<file path="config.mk">
export PLATFORM = sky130hd
export DESIGN_NAME = sha_absorb
export DESIGN_NICKNAME = d
export VERILOG_FILES = /design/src/rtl/sha_absorb.sv
export SDC_FILE = /design/constraint.sdc
export NUM_CORES = 2
export LEC_CHECK = 0
export CORE_AREA = 4 4 626 628
export CTS_CLUSTER_SIZE = 40
export DETAILED_ROUTE_END_ITERATION = 16
export DIE_AREA = 0 0 630 632
export GPL_TIMING_DRIVEN = 1
export PLACE_DENSITY_LB_ADDON = 0.3
export SETUP_SLACK_MARGIN = 0.05
export SLEW_MARGIN = 20
export SYNTH_ARGS = -nofsm -noshare
export SYNTH_HDL_FRONTEND = slang
export SYNTH_SLANG_ARGS = --single-unit
</file>
<file path="constraint.sdc">
create_clock -name ACLK -period 2.7 [get_ports ACLK]
set_input_delay 0.81 -clock ACLK [delete_from_list [all_inputs] [get_ports ACLK]]
set_output_delay 0.81 -clock ACLK [all_outputs]
set_load 0.02 [all_outputs]
</file>
<file path="src/rtl/sha_absorb.sv">
// sha_absorb: AXI-Stream message absorber for the SHA-3 core.
// Packs stream beats into rate-sized blocks (rate chosen per message from S_TUSER)
// and hands each block to the permutation stage over a valid/ready handshake.
// Optional feature macro: SHA_ABSORB_PAD_EN enables FIPS-202 hardware padding
// (0x06 ... 0x80). Without it the message must arrive pre-padded; S_TKEEP is ignored
// and an early TLAST only zero-fills the rest of the block.
module sha_absorb #(
    parameter int unsigned DATA_WIDTH = 16
) (
    input  logic                    ACLK,
    input  logic                    ARESET,
    input  logic [DATA_WIDTH-1:0]   S_TDATA,
    input  logic [DATA_WIDTH/8-1:0] S_TKEEP,
    input  logic                    S_TVALID,
    output logic                    S_TREADY,
    input  logic                    S_TLAST,
    input  logic [1:0]              S_TUSER,
    output logic [1599:0]           Block,
    output logic                    Block_valid,
    input  logic                    Block_ready,
    output logic                    Block_first,
    output logic                    Block_last,
    output logic [1:0]              Mode
);

    localparam int Bytes    = int'(DATA_WIDTH / 8);
    localparam int MaxWords = 144 / Bytes;
`ifdef SHA_ABSORB_PAD_EN
    localparam bit PadEn = 1'b1;
`else
    localparam bit PadEn = 1'b0;
`endif

    typedef enum logic [1:0] {StIdle, StFill, StPad, StHold} state_e;

    state_e          st_q, st_d;
    logic [7:0]      cnt_q, cnt_d;
    logic [1599:0]   buf_q, buf_d;
    logic            first_q, first_d;
    logic            last_q, last_d;
    logic            pp_q, pp_d;      // 0x06 still owed to the next word
    logic [1:0]      mode_q, mode_d;

    logic                  accept;
    logic [1:0]            mode_eff;
    logic [7:0]            widx;
    logic [7:0]            last_idx;
    logic                  at_end;
    logic                  keep_full;
    int                    kc;
    logic                  wr_en;
    logic [DATA_WIDTH-1:0] wr_word;
    logic [DATA_WIDTH-1:0] beat_word;

    // Number of DATA_WIDTH words in one rate block for a given mode.
    function automatic logic [7:0] rate_words(input logic [1:0] m);
        logic [7:0] r;
        case (m)
            2'd0:    r = 8'(144 / Bytes);
            2'd1:    r = 8'(136 / Bytes);
            2'd2:    r = 8'(104 / Bytes);
            default: r = 8'(72 / Bytes);
        endcase
        return r;
    endfunction

    assign S_TREADY    = ((st_q == StIdle) || (st_q == StFill)) && !ARESET;
    assign accept      = S_TVALID && S_TREADY;
    assign Block       = buf_q;
    assign Block_valid = (st_q == StHold);
    assign Block_first = first_q;
    assign Block_last  = last_q;
    assign Mode        = mode_q;

    // Mode is taken straight from S_TUSER on the first beat, latched afterwards.
    assign mode_eff  = (st_q == StIdle) ? S_TUSER : mode_q;
    assign widx      = (st_q == StIdle) ? 8'd0 : cnt_q;
    assign last_idx  = rate_words(mode_eff) - 8'd1;
    assign at_end    = (widx == last_idx);
    assign keep_full = (S_TKEEP == '1);

    // Incoming beat with the 0x06 pad byte merged in on a short TLAST beat.
    always_comb begin
        kc = 0;
        for (int b = 0; b < Bytes; b++) begin
            if (S_TKEEP[b]) kc = kc + 1;
        end
        beat_word = S_TDATA;
        if (PadEn && S_TLAST) begin
            for (int b = 0; b < Bytes; b++) begin
                if (b == kc) begin
                    beat_word[8*b +: 8] = 8'h06;
                end else if (b > kc) begin
                    beat_word[8*b +: 8] = 8'h00;
                end
            end
        end
    end

    // Next-state, word write and flag updates.
    always_comb begin
        st_d    = st_q;
        cnt_d   = cnt_q;
        buf_d   = buf_q;
        first_d = first_q;
        last_d  = last_q;
        pp_d    = pp_q;
        mode_d  = mode_q;
        wr_en   = 1'b0;
        wr_word = '0;

        unique case (st_q)
            StIdle, StFill: begin
                if (accept) begin
                    if (st_q == StIdle) begin
                        mode_d  = S_TUSER;
                        first_d = 1'b1;
                    end
                    wr_en   = 1'b1;
                    wr_word = beat_word;
                    if (!S_TLAST) begin
                        last_d = 1'b0;
                        if (at_end) begin
                            st_d = StHold;
                        end else begin
                            st_d  = StFill;
                            cnt_d = widx + 8'd1;
                        end
                    end else if (PadEn && keep_full) begin
                        // Full final beat: the pad byte starts the next word.
                        pp_d = 1'b1;
                        if (at_end) begin
                            last_d = 1'b0;
                            st_d   = StHold;
                        end else begin
                            last_d = 1'b1;
                            st_d   = StPad;
                            cnt_d  = widx + 8'd1;
                        end
                    end else begin
                        last_d = 1'b1;
                        if (at_end) begin
                            if (PadEn) begin
                                wr_word[DATA_WIDTH-1 -: 8] = wr_word[DATA_WIDTH-1 -: 8] | 8'h80;
                            end
                            st_d = StHold;
                        end else begin
                            st_d  = StPad;
                            cnt_d = widx + 8'd1;
                        end
                    end
                end
            end
            StPad: begin
                wr_en = 1'b1;
                if (PadEn && pp_q) begin
                    wr_word[7:0] = 8'h06;
                end
                pp_d = 1'b0;
                if (at_end) begin
                    if (PadEn) begin
                        wr_word[DATA_WIDTH-1 -: 8] = wr_word[DATA_WIDTH-1 -: 8] | 8'h80;
                    end
                    st_d = StHold;
                end else begin
                    cnt_d = cnt_q + 8'd1;
                end
            end
            StHold: begin
                if (Block_ready) begin
                    buf_d   = '0;
                    cnt_d   = 8'd0;
                    first_d = 1'b0;
                    if (last_q) begin
                        last_d = 1'b0;
                        st_d   = StIdle;
                    end else if (pp_q) begin
                        // Extra block carrying only padding.
                        last_d = 1'b1;
                        st_d   = StPad;
                    end else begin
                        st_d = StFill;
                    end
                end
            end
            default: st_d = StIdle;
        endcase

        if (wr_en) begin
            for (int w = 0; w < MaxWords; w++) begin
                if (widx == 8'(w)) begin
                    buf_d[w*DATA_WIDTH +: DATA_WIDTH] = wr_word;
                end
            end
        end
    end

    // State register with synchronous reset; reset drops any partial block.
    always_ff @(posedge ACLK) begin
        if (ARESET) begin
            st_q    <= StIdle;
            cnt_q   <= 8'd0;
            buf_q   <= '0;
            first_q <= 1'b0;
            last_q  <= 1'b0;
            pp_q    <= 1'b0;
            mode_q  <= 2'd0;
        end else begin
            st_q    <= st_d;
            cnt_q   <= cnt_d;
            buf_q   <= buf_d;
            first_q <= first_d;
            last_q  <= last_d;
            pp_q    <= pp_d;
            mode_q  <= mode_d;
        end
    end

endmodule

</file>
==> summary.md <==
| Metric | Value |
|---|---|
| Share of cells above drive strength 1 | 0.117 |
| Final hold vios | 0 |
| Crit-path cells | buf_6 -> ha_4 -> o21bai_4 -> inv_2 -> buf_8 -> buf_12 |
| Final GP Congestion | 0.757 |
| Final min period | 2.74 ns |
| Vias in the first global route | 36000 |
| #FFs+latches synth | 1166 |
| Fin. max-slew vios | 0 |
| Register share of total power | 0.418 |
| Clock sink count | 1166 |
| Setup TNS | -0.0381 ns |
| TritonCTS clock tree | built |
| Pre-CTS worst setup slack | -0.478 ns |
| Synthesized instance count | 4579 |
| Initial DRC Count | 1853 |
| Violated checks | setup timing |
| Register area | 0.0233 mm2 |
| Synthesized cell area | 0.0445 mm2 |
| Pwr dens | 607 mW/mm2 |
| Skew final | 0.123 ns |
| DRC Markers | 0 |
| Initial antenna violation count | 22 |
| Int Power | 0.0303 W |
| Ys Warns | 0 |
| Final #Nets | 5905 |
| Status | finished, violations left |
| CP arrival | 1.93 ns |
| Peak VDD IR | 0.000423 V |
| Flop-to-flop setup slack | 0.12 ns |
| Area Overhead vs Synth | 53.5% |
| Detailed Place HPWL | 169000 um |
| Endpoints failing setup | 1 |
| CTS H-tree lvls | 4 |
| Setup crit start kind | flop |
| Number of synthesized flops with an enable pin | 0 |
| Root buffer cell | clkbuf_16 |
| Crit-path slowest cell | dfxtp_2 |
| Hold Path Class | reg2reg |
| Static leakage | 27.6 nW |
| Synth Flop Type | dfxtp_1 |
| Pre-antenna DRT Iters | 5 |
| Unrepaired setup endpoints after global routing | yes |
| Post-synthesis sequential area ratio | 0.525 |
| Period utilisation layout | 1.01 |
| Number of library cell types mapped by synthesis | 55 |
| Crit path largest cell delay | 0.33 ns |
| Reg2reg start | st_q[0] |
| Fmax | 365 MHz |
| Die boundary height | 632 um |
| Worst Tran Pin Value | 0.714 ns |
| Asr flop ratio synth | 0 |
| Multi-input gate area | 0.0180 mm2 |
| Routed WL | 225000 um |
| CP required | 1.89 ns |
| Top-level I/O count | 1631 |
| Number of port buffers | 1180 |
| Net Switching | 0.0111 W |
| Total grt overflow | 0 |
| Placed insts | 10900 |
| # fillers | 42900 |
| Core box area | 0.385 mm2 |
| MaxCap Viol Count | 0 |
| Avg WL per Cell | 20.2 um |
| First-pass GRT wire length | 302000 um |
| Setup CP Type | reg2out |
| Finished Layout Cells | 11200 |
| Worst Reg-to-Reg Cells | 12 |
| Vias | 36200 |
| Rel. slew slack | 0.524 |
| Clk Latency, worst-skew pair | 0.85 ns |
| Largest net degree at the start of global routing | 42 |
| Setup WS post-layout | -0.0381 ns |
| Die Width | 630 um |
| Crit path max fanout | 3 |
| Switching part of the total | 0.268 |
| Combinational power share | 0.093 |
| Initial Util | 0.115 |
| Die area | 0.398 mm2 |
| Num rows | 228 |
| Cts bufs inserted | 149 |
| CTS Hold Bufs | 0 |
| CP Launch Point | st_q[0] |
| Worst Setup EP | S_TREADY |
| Clock power share | 0.489 |
| Mean post-synth cell area | 9.71 um2 |
| All-Layer GR Usage | 0.106 |
| Crit end category | output pin |
| Clock-pin slew on the worst setup and hold paths | 0.06 ns |
| Antenna-violating nets left | 0 |
| Vias/cell | 3.24 |
| RR Endpoint | Block[586] |
| Clock buffer depth | 4 |
[layout make-up]
type                       count  share of cell area
inverter                       8            0.000477
clock buffer                 218              0.0630
clock inverter                46             0.00880
tap                         5175              0.0949
antenna                        8            0.000293
sequential                  1166               0.342
multi-input combinational   3000               0.264
timing repair buffer        1550               0.227
[registers in the layout (all words and copies together), names as in the netlist]
register and count:
Block 1152, Block_last 1, cnt_q 8, st_q 2
Block_first 1, Mode 2
[power groups by stage]
stage / Clock (W) / Sequential (W) / Combinational [W]
after CTS: 0.0211 / 0.0173 / 0.00391
after global placement: 0 / 0.0177 / 0.00384
after floorplan: 0 / 0.0177 / 0.00212
after detailed placement: 0 / 0.0177 / 0.00384
after global routing: 0.0217 / 0.0173 / 0.00409
final: 0.0203 / 0.0173 / 0.00386
[cells by family (layout without fill, tap and decap cells)]
logic type | count (synthesis) | count (layout) | share of synthesized area
other | 1 | 456 | 0.0000843
adders and majority gates | 5 | 5 | 0.00141
AOI/OAI and AO/OA | 421 | 421 | 0.0491
xor gates and xnor gates | 1 | 1 | 0.000197
DFF | 1166 | 1166 | 0.525
and+or+nand+nor | 1357 | 1357 | 0.136
muxes | 768 | 768 | 0.173
buffers and inverters | 860 | 1822 | 0.116
[Yosys cell counts (all sizes together) (4+ instances only)]
master	instances	area share
and2	4	0.00056
a21oi	13	0.0015
nor2	62	0.011
inv	8	0.00068
clkbuf	318	0.027
nor3b	4	0.00090
dfxtp	1166	0.53
nand2	838	0.071
mux2i	768	0.17
nor2b	6	0.00084
or3	22	0.0031
ha	5	0.0014
buf	534	0.088
o21ai	389	0.044
nand3	393	0.044
nor3	7	0.00079
[worst min-delay path by stage]
stage                     startpoint          to  cells past startpoint
final                     Block[291]  Block[291]                      2
after global routing      Block[214]  Block[214]                      2
after CTS                 Block[291]  Block[291]                      2
after detailed placement  Block[230]  Block[230]                      2
after global placement    Block[238]  Block[238]                      2
after floorplan             cnt_q[7]    cnt_q[7]                      2
[layout by cell type (no fill, tap or decap), types with 39 or more instances in the layout]
master / instances
nand3_1: 393
dfxtp_1: 1164
dlygate4sd2_1: 870
buf_4: 219
clkdlybuf4s50_1: 282
conb_1: 448
clkbuf_16: 150
clkbuf_1: 39
o21ai_0: 306
buf_12: 154
o21ai_1: 83
mux2i_1: 768
nand2_1: 816
[worst max-delay path, delay by kind of cell (launching register included)]
| kind | cells | cell delay [ns] |
|---|---|---|
| buffers and inverters | 4 | 0.45 |
| flip-flops | 1 | 0.33 |
| AO/OA/AOI/OAI | 1 | 0.12 |
| adder cells (fa/ha/maj) | 1 | 0.16 |
[routing by layer]
layer / part of all wire / GRT usage
met4: 0.034 / 0.0367
met1: 0.40 / 0.125
met3: 0.077 / 0.0308
met2: 0.49 / 0.185
met5: 0.00015 / 0
[repair_timing]
item                                    in CTS  in global routing
pin swaps                                    4                  2
gates cloned                                 0                  0
gates resized for setup                    892                 32
setup buffers                                4                  2
endpoints found under the setup margin    1136                166
[per-stage QoR]
stage	utilization	instance area, um2	total power (W)	hold WS (ns)
final	0.177	68200	0.0414	0.449
after global routing	0.177	68200	0.0430	0.464
after CTS	0.177	68100	0.0423	0.453
after detailed placement	0.167	64200	0.0215	0.446
after global placement	0.167	64200	0.0215	0.442
after floorplan	-	46100	0.0198	0.476
(Power assumes the default switching activity.)
